==> config.mk <==
export PLATFORM = sky130hd
export DESIGN_NAME = mcu_io_ctrl_flat
export DESIGN_NICKNAME = d
export VERILOG_FILES = /design/src/rtl/mcu_io_ctrl_if.sv /design/src/rtl/mcu_io_ctrl.sv /design/src/flat_wrapper.sv
export SDC_FILE = /design/constraint.sdc
export NUM_CORES = 1
export LEC_CHECK = 0
export BUFFER_PORTS_ARGS = -buffer_cell sky130_fd_sc_hd__buf_2
export CORE_ASPECT_RATIO = 1.2
export CORE_UTILIZATION = 48
export CTS_CLUSTER_SIZE = 25
export DETAILED_ROUTE_END_ITERATION = 10
export PLACE_DENSITY = 0.72
export SLEW_MARGIN = 10
export SYNTH_ARGS = -nofsm -noshare
export SYNTH_HDL_FRONTEND = slang
export SYNTH_SLANG_ARGS = --single-unit
==> constraint.sdc <==
create_clock -name clk -period 2.55 [get_ports clk]
set_input_delay 0.1275 -clock clk [delete_from_list [all_inputs] [get_ports clk]]
set_output_delay 0.1275 -clock clk [all_outputs]
set_load 0.005 [all_outputs]
==> src/rtl/mcu_io_ctrl_if.sv <==
// Execute-stage store/read bus between the core and the MCU I/O block.
interface mcu_io_ctrl_if;
    logic       wr_en;
    logic [7:0] addr;
    logic [7:0] wr_data;
    logic [7:0] rd_data;
    logic       rd_hit;

    modport master (output wr_en, addr, wr_data, input rd_data, rd_hit);
    modport slave  (input wr_en, addr, wr_data, output rd_data, rd_hit);
endinterface

==> src/rtl/mcu_io_ctrl.sv <==
// Memory-mapped board I/O: 8-byte register window with output latches, synchronized
// (optionally debounced via MCU_IO_DEBOUNCE_EN) inputs, sticky W1C edge flags and masked irq.
module mcu_io_ctrl #(
    parameter logic [7:0]  BASE_ADDR       = 8'hF0,
    parameter int unsigned DEBOUNCE_CYCLES = 16
) (
    input  logic          clk,
    input  logic          reset,
    mcu_io_ctrl_if.slave  bus,
    input  logic [8:0]    fpga_in,
    output logic [9:0]    fpga_out,
    output logic          irq
);

    if (DEBOUNCE_CYCLES < 2 || DEBOUNCE_CYCLES > 255) begin : g_bad_cfg
        $error("mcu_io_ctrl: DEBOUNCE_CYCLES out of range 2..255");
    end

    logic [7:0] out_lo_q, out_lo_d;
    logic [1:0] out_hi_q, out_hi_d;
    logic [8:0] edge_q,   edge_d;
    logic [8:0] mask_q,   mask_d;
    logic [8:0] sync1_q,  sync2_q;
    logic [8:0] filt;      // current filtered input
    logic [8:0] filt_nxt;  // value filt takes at the coming edge
    logic [8:0] edge_set;
    logic       hit;
    logic [2:0] off;

    assign hit = (bus.addr[7:3] == BASE_ADDR[7:3]);
    assign off = bus.addr[2:0];

    always_ff @(posedge clk or negedge reset) begin
        if (!reset) begin
            sync1_q <= '0;
            sync2_q <= '0;
        end else begin
            sync1_q <= fpga_in;
            sync2_q <= sync1_q;
        end
    end

`ifdef MCU_IO_DEBOUNCE_EN
    localparam logic [7:0] CNT_MAX = 8'(DEBOUNCE_CYCLES - 1);

    logic [8:0]      filt_q, filt_d;
    logic [8:0][7:0] cnt_q,  cnt_d;

    always_comb begin
        filt_d = filt_q;
        cnt_d  = cnt_q;
        for (int unsigned i = 0; i < 9; i++) begin
            if (sync2_q[i] == filt_q[i]) begin
                cnt_d[i] = '0;
            end else if (cnt_q[i] == CNT_MAX) begin
                filt_d[i] = sync2_q[i];
                cnt_d[i]  = '0;
            end else begin
                cnt_d[i] = cnt_q[i] + 8'd1;
            end
        end
    end

    always_ff @(posedge clk or negedge reset) begin
        if (!reset) begin
            filt_q <= '0;
            cnt_q  <= '0;
        end else begin
            filt_q <= filt_d;
            cnt_q  <= cnt_d;
        end
    end

    assign filt     = filt_q;
    assign filt_nxt = filt_d;
`else
    // Filtered value is the synchronizer output itself; its next value is the first stage.
    assign filt     = sync2_q;
    assign filt_nxt = sync1_q;
`endif

    // Flag sets on the same edge the filtered value rises, so it lines up with IN_*.
    assign edge_set = filt_nxt & ~filt;

    always_comb begin
        out_lo_d = out_lo_q;
        out_hi_d = out_hi_q;
        edge_d   = edge_q;
        mask_d   = mask_q;
        if (bus.wr_en && hit) begin
            case (off)
                3'd0: out_lo_d       = bus.wr_data;
                3'd1: out_hi_d       = bus.wr_data[1:0];
                3'd4: edge_d[7:0]    = edge_q[7:0] & ~bus.wr_data;
                3'd5: edge_d[8]      = edge_q[8] & ~bus.wr_data[0];
                3'd6: mask_d[7:0]    = bus.wr_data;
                3'd7: mask_d[8]      = bus.wr_data[0];
                default: ;
            endcase
        end
        edge_d = edge_d | edge_set;
    end

    always_ff @(posedge clk or negedge reset) begin
        if (!reset) begin
            out_lo_q <= '0;
            out_hi_q <= '0;
            edge_q   <= '0;
            mask_q   <= '0;
        end else begin
            out_lo_q <= out_lo_d;
            out_hi_q <= out_hi_d;
            edge_q   <= edge_d;
            mask_q   <= mask_d;
        end
    end

    always_comb begin
        bus.rd_data = '0;
        if (hit) begin
            case (off)
                3'd0: bus.rd_data = out_lo_q;
                3'd1: bus.rd_data = {6'b0, out_hi_q};
                3'd2: bus.rd_data = filt[7:0];
                3'd3: bus.rd_data = {7'b0, filt[8]};
                3'd4: bus.rd_data = edge_q[7:0];
                3'd5: bus.rd_data = {7'b0, edge_q[8]};
                3'd6: bus.rd_data = mask_q[7:0];
                default: bus.rd_data = {7'b0, mask_q[8]};
            endcase
        end
    end

    assign bus.rd_hit = hit;
    assign fpga_out   = {out_hi_q, out_lo_q};
    assign irq        = |(edge_q & mask_q);

endmodule

==> src/flat_wrapper.sv <==
// flat-port wrapper written by rule: the top's interface ports become plain ports
module mcu_io_ctrl_flat 
#(
    parameter logic [7:0]  BASE_ADDR       = 8'hF0,
    parameter int unsigned DEBOUNCE_CYCLES = 16
)
  (clk, reset, fpga_in, fpga_out, irq, bus_wr_en, bus_addr, bus_wr_data, bus_rd_data, bus_rd_hit);
  mcu_io_ctrl_if bus_i ();
  input  logic clk;
  input  logic reset;
  input  logic [8:0] fpga_in;
  output logic [9:0] fpga_out;
  output logic irq;
  input wire logic [$bits(bus_i.wr_en)-1:0] bus_wr_en;
  input wire logic [$bits(bus_i.addr)-1:0] bus_addr;
  input wire logic [$bits(bus_i.wr_data)-1:0] bus_wr_data;
  output wire logic [$bits(bus_i.rd_data)-1:0] bus_rd_data;
  output wire logic [$bits(bus_i.rd_hit)-1:0] bus_rd_hit;
  assign bus_i.wr_en = bus_wr_en;
  assign bus_i.addr = bus_addr;
  assign bus_i.wr_data = bus_wr_data;
  assign bus_rd_data = bus_i.rd_data;
  assign bus_rd_hit = bus_i.rd_hit;
  mcu_io_ctrl #(.BASE_ADDR(BASE_ADDR), .DEBOUNCE_CYCLES(DEBOUNCE_CYCLES)) u_core (.clk(clk), .reset(reset), .bus(bus_i), .fpga_in(fpga_in), .fpga_out(fpga_out), .irq(irq));
endmodule
## Word level (Yosys, flattened, before mapping)

Index checks and enable logic that the tools add are counted.

- Add/subtract/negate cells: 0
- $mul: 0
- Div/mod/pow operators: 0
- $lt $le $gt $ge: 0
- Equal/unequal tests: 8
- Shifts and indexed selects: 0
- Mux-type cells: 5
- Bitwise logic cells: 8
- Reduce and logical (&&, ||, !) cells: 7

Operators by type and width:

| kind | number |
|---|---|
| 8-bit one-hot mux with 7 select lines | 1 |
| 9-bit bitwise AND | 2 |
| 8-bit two-way mux | 2 |
| 3-bit equality test, second input constant | 4 |
| 9-bit two-way mux | 1 |
| 9-bit NOT | 1 |
| 9-bit OR | 1 |
| 9-bit OR reduction | 1 |
| 8-bit bitwise AND | 1 |
| 8-bit NOT | 1 |
| 2-bit AND reduction | 4 |
| 3-bit by 2-bit equality test with 1-bit output, second input constant | 2 |
| 5-bit equality test, second input constant | 1 |
| 3-bit by 1-bit equality test with 1-bit output, second input constant | 1 |
| 3-bit logical NOT | 1 |
| 1-bit bitwise AND | 1 |
| 1-bit logical AND | 1 |
| 1-bit two-way mux | 1 |
| 1-bit NOT | 1 |

- Flip-flop bits (word level): 46
- Bits in latches: 0
- RAM bits: 0
- Bits in read-only memories: 0
- Input bits: 28
- Output and inout port bits: 20
- Word-level logic and storage cells: 35
- Memories: 0

## Logic depth before layout (Yosys ltp)

Gate-level depths: netlist of run 1.

- Depth in word-level cells: 5
- Depth in mapped cells: 5
- Mapped depth without buffers: 3

## Worst setup path before layout of run 1

Ideal clock, no wire load.

- Kind: input to register
- From: input port bus_addr[0]
- To: register u_core.out_lo_q[0]
- Setup time: 0.125 ns
- Arrival time: 1.286 ns
- Data required time: 2.425 ns
- Setup slack: 1.139 ns
- Stages on the path: 4
- Path buffers: 1
- Path through: buf_2 or2_4 nor4_4 mux2_2

- Cells in the longest elaborated chain, start to end: 2

Ends and longest elaborated chain:

| element | line | RTL |
|---|---|---|
| from (decl) | flat_wrapper.sv:15 | `input wire logic [$bits(bus_i.addr)-1:0] bus_addr;` |
| 3-bit logical NOT | mcu_io_ctrl.sv:91 | `case (off)` |
| 2-bit AND reduction (no line) | -- |  |
| to (signal assigned) | mcu_io_ctrl.sv:111 | `out_lo_q <= out_lo_d;` |
| to (decl) | mcu_io_ctrl.sv:19 | `logic [7:0] out_lo_q, out_lo_d;` |

Every way passes these cells.
A chain may end at the register's enable or synchronous reset.

## Worst setup path in the final report of run 1

- From: input port bus_addr[3]
- To: output port bus_rd_data[4]

- Cells in the longest elaborated chain, start to end: 2

Ends and longest elaborated chain:

| element | line | RTL |
|---|---|---|
| 5-bit equality test | mcu_io_ctrl.sv:30 | `assign hit = (bus.addr[7:3] == BASE_ADDR[7:3]);` |
| 8-bit two-way mux | mcu_io_ctrl.sv:120 | `if (hit) begin` |
| to (decl) | flat_wrapper.sv:17 | `output wire logic [$bits(bus_i.rd_data)-1:0] bus_rd_data;` |

Every way passes these cells.

==> reports/summary.md, run 1 <==
• met1 routed wirelength after detailed routing: 1980 um
• instance area after placement: 2310 um^2
• number of global-route vias before repair: 1,498
• Post-Synthesis Cells: 148
• largest net degree at the start of global routing: 47
• worst-path maximum fanout: 12
• summed negative setup slack over all endpoints: 0 ns
• number of enable-type register cells in the synthesized netlist: 0
• DRC violation count after routing: 0
• maximum resistive drop on vdd: 0.356 mV
• routability-driven placement congestion ratio: 0.739
• most frequent CP cell: sky130_fd_sc_hd__buf_2
• Post-Layout Inst Area: 2490 um^2
• FF-to-FF path depth: 1
• worst reg-to-reg setup slack: 1.74 ns
• CTS tree: yes
• Clock Tree Buf Depth: 2
• flops & latches, synth: 46
• number of inserted diodes: 0
• cell-by-cell listing of the critical path: buf_2 > and3b_1 > nand3_1 > nor3b_1 > buf_2
• clock latency on the worst-skew pair: 0.29 ns
• clock sinks: 46
• endpoint of the worst register-to-register path: u_core.mask_q[0]
• status: finished with violations
• Starting Density: 0.512
• number of distinct library cells after synthesis: 33
• share of the synthesized area in the top cell type: 0.562
• length of the first detailed-routing pass in iterations: 5
• most numerous cell in the Yosys netlist: sky130_fd_sc_hd__dfrtp_1
• overall via count from detail_route: 1,485
• antenna viol nets, final: 0
• cell leakage power: 1.22 nW
• part of the cycle the worst path needs: 0.751
• pwr/cell area: 553 nW/um^2
• proportion of synthesized chip area in sequential cells: 0.562
• net count after synthesis: 176
• fmax: 0.522 GHz
• CTS root buffer: sky130_fd_sc_hd__clkbuf_8
• layout cells sized above 1: 0.402
• clock slew seen by the registers of the worst setup and hold paths: 0.08 ns
• half-perimeter wire length after detailed placement: 3020 um
• final setup fails: 0
• worst min-delay path class: primary input to asynchronous set/reset pin
• startpoint type of the worst setup path: primary input
• met3 wirelength from detailed routing: 229 um
• metal2 WL: 2270 um
• routed length per placed instance: 17.6 um
• number of warnings reported in the yosys synthesis log: 0
• core box area: 4000 um^2
• Max Cap Viol: 0
• count of cells resized by post-cts repair: 0
• CP Launch Point: bus_addr[3]
• violation count after the first detailed-routing iteration: 97
• WL final: 4550 um
• Final min period: 1.92 ns
• number of nets in the layout: 231
• global route overflow: 0
• cell with the biggest individual delay on the critical path: sky130_fd_sc_hd__and3b_1
• Die Footprint: 4530 um^2
• PortBufs: 47
• highest layer used for signal routing: met4
• type of element capturing the critical path: output port
• hold_ws: -0.0139 ns
• unrepaired setup endpoints after global routing: no
• number of H-tree levels: 2
• arrival time at the worst endpoint: 1.79 ns
• worst reg2reg startpoint: u_core.mask_q[0]
• main flop type after synthesis: sky130_fd_sc_hd__dfrtp_1
• largest area contributor in the synthesized netlist: sky130_fd_sc_hd__dfrtp_1
• final hold violations: 11
• floorplan die height: 73.6 um
• final max-slew violation count: 0
• required time reported for the critical path endpoint: 2.42 ns
• number of CTS-inserted buffers: 5
• Synth top cells by count: 46 x sky130_fd_sc_hd__dfrtp_1, 21 x sky130_fd_sc_hd__mux2_2, 10 x sky130_fd_sc_hd__a22o_1, 10 x sky130_fd_sc_hd__inv_1, 10 x sky130_fd_sc_hd__nand4_1
• peak per-stage delay on the critical path: 0.56 ns
• worst max-slew margin expressed relative to the limit: 0.343
• number of buffers added for setup after CTS: 0
• antenna violations before repair: 0
• vias per cell: 5.76
• first-pass GRT wire length: 7160 um
• overall routing resource usage: 0.225
• Area Overhead vs Synth: 21.6%
• average footprint of a synthesized cell: 13.8 um^2
• total power consumption of the routed design: 1.38 mW
• Area contributors post-synth: sky130_fd_sc_hd__dfrtp_1 56%, sky130_fd_sc_hd__mux2_2 12%, sky130_fd_sc_hd__mux4_2 4.4%
• Worst Max-Slew Pin Slew: 0.986 ns
• width of the chip: 61.6 um
• mapped cell area: 2050 um^2
• worst setup path category: primary input to output port
• Post-synth ARST share: 1.00
• Site Rows: 25
• I/O pin count: 48
• Worst Clk Skew: 0.000387 ns
• failing checks: hold timing
[worst max-delay path: cells and delay by family]
| family | cells | cell delay [ns] |
|---|---|---|
| buffers and inverters | 2 | 0.28 |
| AND/OR/NAND/NOR | 3 | 1.38 |
[layout make-up]
type	count	area [um^2]
Clock buffer	7	86.3
Clock inverter	1	5.00
Fill cell	351	1510
Inverter	10	37.5
Multi-Input combinational cell	83	811
Sequential cell	46	1150
Tap cell	54	67.6
Timing Repair Buffer	57	333
[state kept, by name, indices dropped and copies added (netlist names)]
| name | cells |
|---|---|
| u_core.filt_nxt | 9 |
| u_core.out_lo_q | 8 |
| u_core.edge_q | 9 |
| u_core.filt | 9 |
| u_core.out_hi_q | 2 |
| u_core.mask_q | 9 |
[through the flow]
step / utilization / instances / worst slack, ns / hold WS, ns
2_1_floorplan: - / 148 / 1.14 / -0.168
3_3_place_gp: 0.577 / 241 / 0.673 / 0.235
3_5_place_dp: 0.577 / 241 / 0.686 / 0.237
4_1_cts: 0.622 / 258 / 0.686 / 0.0244
5_1_grt: 0.622 / 258 / 0.529 / 0.0783
6_report: 0.622 / 258 / 0.634 / -0.0139
[layout by cell type, fill, tap and decap left out, types with 2 or more instances in the layout]
cell type / synthesis / routed
sky130_fd_sc_hd__mux2i_1: 2 / 2
sky130_fd_sc_hd__nand2b_1: 3 / 3
sky130_fd_sc_hd__nand3_1: 2 / 2
sky130_fd_sc_hd__inv_1: 10 / 10
sky130_fd_sc_hd__nor3b_1: 6 / 6
sky130_fd_sc_hd__mux2_2: 21 / 21
sky130_fd_sc_hd__mux4_1: 2 / 2
sky130_fd_sc_hd__a22o_1: 10 / 10
sky130_fd_sc_hd__and4b_1: 2 / 2
sky130_fd_sc_hd__mux4_2: 4 / 4
sky130_fd_sc_hd__nand2_1: 2 / 2
sky130_fd_sc_hd__buf_2: 6 / 47
sky130_fd_sc_hd__clkbuf_8: 0 / 6
sky130_fd_sc_hd__nand4_1: 10 / 10
sky130_fd_sc_hd__dfrtp_1: 46 / 46
sky130_fd_sc_hd__nand3b_1: 3 / 3
sky130_fd_sc_hd__dlygate4sd3_1: 0 / 9
[worst max-delay path by stage]
stage,slack (ns),cells past startpoint,endpoint
2_1_floorplan,1.14,4,u_core.out_lo_q[0]
3_5_place_dp,0.69,5,u_core.mask_q[7]
5_1_grt,0.53,5,bus_rd_data[4]
3_3_place_gp,0.67,5,u_core.mask_q[5]
6_report,0.63,5,bus_rd_data[4]
4_1_cts,0.69,5,bus_rd_data[4]
[metal layers]
layer,up-vias,GRT usage
li1,666,-
met1,754,0.291
met2,58,0.355
met3,7,0.0599
met4,0,0.0914
met5,-,0
[cell families after synthesis]
group	count (synthesis)	share of synthesized area
DFF	46	0.562
buffers and inverters	19	0.0422
and+or+nand+nor	36	0.126
AOI/OAI and AO/OA	18	0.0745
muxes	29	0.195
[repair_timing]
| item | in CTS | in global routing |
|---|---|---|
| endpoints found under the hold margin | 9 | 0 |
| endpoints found under the setup margin | 0 | 0 |
| hold buffers | 9 | 0 |
[power breakdown]
part           total, mW  switching (mW)  internal, mW  leakage, nW
clock              0.450           0.231         0.219       0.0482
sequential         0.779          0.0202         0.758        0.551
combinational      0.151          0.0722        0.0784        0.624
total               1.38           0.323          1.06         1.22
(Power assumes the default switching activity.)
==> run 2, diff against run 1 <==
- ABC_AREA: unset -> 1
- clock period: 2.55 -> 1.95 ns (I/O delays scaled with it)
==> reports/summary.md, run 2 <==
• clock latency on the worst-skew pair: 0.30 ns
• final setup fails: 0
• Worst Clk Skew: 0.00590 ns
• largest area contributor in the synthesized netlist: sky130_fd_sc_hd__dfrtp_1
• Synth top cells by count: 103 x sky130_fd_sc_hd__nand2_1, 46 x sky130_fd_sc_hd__dfrtp_1, 34 x sky130_fd_sc_hd__nand3_1
• global route overflow: 0
• routing usage on met3: 0.0464
• mux contribution to synthesized area: 0
• number of enable-type register cells in the synthesized netlist: 0
• routability-driven placement congestion ratio: 0.898
• CTS tree: yes
• Post-Synthesis Cells: 278
• Max Cap Viol: 0
• arrival time at the worst endpoint: 1.34 ns
• gr busiest metal: met2
• Final min period: 1.44 ns
• maximum resistive drop on vdd: 0.511 mV
• filler-free cell count of the finished design: 394
• fraction of the mapped netlist area in compound gates: 0.0476
• number of CTS-inserted buffers: 5
• Starting Density: 0.510
• commonest cells after routing, fill and taps aside: 103 x sky130_fd_sc_hd__nand2_1, 47 x sky130_fd_sc_hd__buf_2, 46 x sky130_fd_sc_hd__dfrtp_1, 34 x sky130_fd_sc_hd__nand3_1, 21 x sky130_fd_sc_hd__inv_1
• width of the chip: 63.9 um
• Synth Area in XOR/XNOR: 0
• main flop type after synthesis: sky130_fd_sc_hd__dfrtp_1
• half-perimeter wire length after detailed placement: 3870 um
• required time reported for the critical path endpoint: 1.85 ns
• layout cells sized above 1: 0.207
• summed negative setup slack over all endpoints: 0 ns
• flops & latches, synth: 46
• DRC violation count after routing: 0
• overall routing resource usage: 0.250
• length of the first detailed-routing pass in iterations: 4
• number of global-route vias before repair: 2,000
• final hold violations: 0
• violation count after the first detailed-routing iteration: 140
• net count after synthesis: 306
• PortBufs: 47
• floorplan die height: 76.3 um
• most numerous cell in the Yosys netlist: sky130_fd_sc_hd__nand2_1
• number of inserted diodes: 0
• worst setup path category: primary input to output port
• clock sinks: 46
• worst reg-to-reg setup slack: 1.15 ns
• Clock Tree Buf Depth: 2
• CTS root buffer: sky130_fd_sc_hd__clkbuf_8
• adder-cell share of the synthesized area: 0
• core box area: 4330 um^2
• Die Footprint: 4870 um^2
• Site Rows: 26
• Post-synth ARST share: 1.00
• worst-path maximum fanout: 14
• average footprint of a synthesized cell: 7.94 um^2
• I/O pin count: 48
• part of the cycle the worst path needs: 0.738
• pwr/cell area: 726 nW/um^2
• Inst Count DP: 376
• share of the synthesized area in the top cell type: 0.522
• met2 track utilization from global routing: 0.409
• startpoint type of the worst setup path: primary input
• final max-slew violation count: 0
• status: finished, final reports clean
• routed length per placed instance: 13.8 um
• mapped cell area: 2210 um^2
• number of filler instances in the final layout: 412
• antenna viol nets, final: 0
• number of nets in the layout: 365
• worst max-slew margin expressed relative to the limit: 0.664
• Area contributors post-synth: sky130_fd_sc_hd__dfrtp_1 52%, sky130_fd_sc_hd__nand2_1 18%, sky130_fd_sc_hd__nand3_1 7.7%
• largest net degree at the start of global routing: 25
• number of H-tree levels: 2
• unrepaired setup endpoints after global routing: no
• vias per cell: 5.34
• met1 demand-to-capacity share in global routing: 0.323
• clock slew seen by the registers of the worst setup and hold paths: 0.09 ns
• overall via count from detail_route: 2,105
• proportion of synthesized chip area in sequential cells: 0.522
• fmax: 0.695 GHz
• cell leakage power: 1.49 nW
• antenna violations before repair: 0
• dominant combinational cell family by area after synthesis: simple AND/OR/NAND/NOR gates
• number of distinct library cells after synthesis: 21
• most common cell after layout, fill and taps aside: sky130_fd_sc_hd__nand2_1
• first-pass GRT wire length: 9160 um
• type of element capturing the critical path: output port
• number of warnings reported in the yosys synthesis log: 0
• WL final: 5460 um
• Worst Max-Slew Pin Slew: 0.504 ns
• Area Overhead vs Synth: 22.3%
• worst min-delay path class: primary input to register
• Post-Synth Simple-Gate Area: 0.356
-- run 2: cell types whose count changed in the layout (fill, tap and decap cells not counted), moves of 11 or more --
cell	change
sky130_fd_sc_hd__inv_1	+11
sky130_fd_sc_hd__mux2_2	-21
sky130_fd_sc_hd__nand2_1	+101
sky130_fd_sc_hd__nand3_1	+32
sky130_fd_sc_hd__nor2_1	+19
-- run 2: cell type report --
cell class,count,area (um^2),share of cell area
clock buffer,5,68.8,0.0255
clock inverter,3,45.0,0.0167
inverter,25,93.8,0.0348
multi-input combinational,196,891,0.330
sequential,46,1150,0.426
tap,56,70.1,0.0259
timing repair buffer,63,380,0.141
-- run 2: what timing repair did --
item	4_1_cts	5_1_grt
hold endpoints to repair	30	0
resized for setup	0	0
hold buffers	10	0
setup buffers	0	0
-- run 2: critical path: stages --
cell and delay, ns:
sky130_fd_sc_hd__buf_2 0.26, sky130_fd_sc_hd__inv_2 0.14, sky130_fd_sc_hd__nor3_2 0.38, sky130_fd_sc_hd__nand2_1 0.09, sky130_fd_sc_hd__nand2_1 0.08, sky130_fd_sc_hd__nor2_1 0.04
sky130_fd_sc_hd__nor2_1 0.12, sky130_fd_sc_hd__buf_2 0.14
-- run 2: kinds of logic after synthesis --
logic type | count (synthesis)
flip-flops | 46
buffers and inverters | 36
AO/OA/AOI/OAI | 19
AND/OR/NAND/NOR | 177
-- run 2: per-layer routing --
layer,part of all wire,wire (um)
met4,0.014,76
met1,0.42,2290
met2,0.51,2780
met3,0.056,305
met5,0,0
-- run 2: through the flow --
step	setup WS [ns]	cell area (um^2)	hold WS, ns	utilization	power (mW)
after floorplan	0.927	2210	-0.198	-	1.15
after global placement	0.497	2490	0.102	0.575	1.25
after detailed placement	0.465	2490	0.0973	0.575	1.25
after CTS	0.518	2700	0.0575	0.624	1.98
after global routing	0.312	2700	0.0505	0.624	2.04
final	0.511	2700	0.0651	0.624	1.96
-- run 2: final timing paths --
kind | start | endpoint | depth (start not counted)
min in group asynchronous | reset | u_core.out_lo_q[3] | 2
max reg2reg | u_core.edge_q[1] | u_core.edge_q[1] | 4
min | bus_wr_data[5] | u_core.mask_q[5] | 3
min reg2reg | u_core.filt_nxt[4] | u_core.filt[4] | 0
max | bus_addr[1] | bus_rd_data[4] | 8
max in group asynchronous | reset | u_core.edge_q[2] | 3
-- run 2: power by group --
part           total (mW)  leakage, nW  switching, mW  internal, mW
Sequential           1.03        0.553         0.0314         0.997
Clock               0.713       0.0504          0.332         0.381
Combinational       0.218        0.885          0.130        0.0877
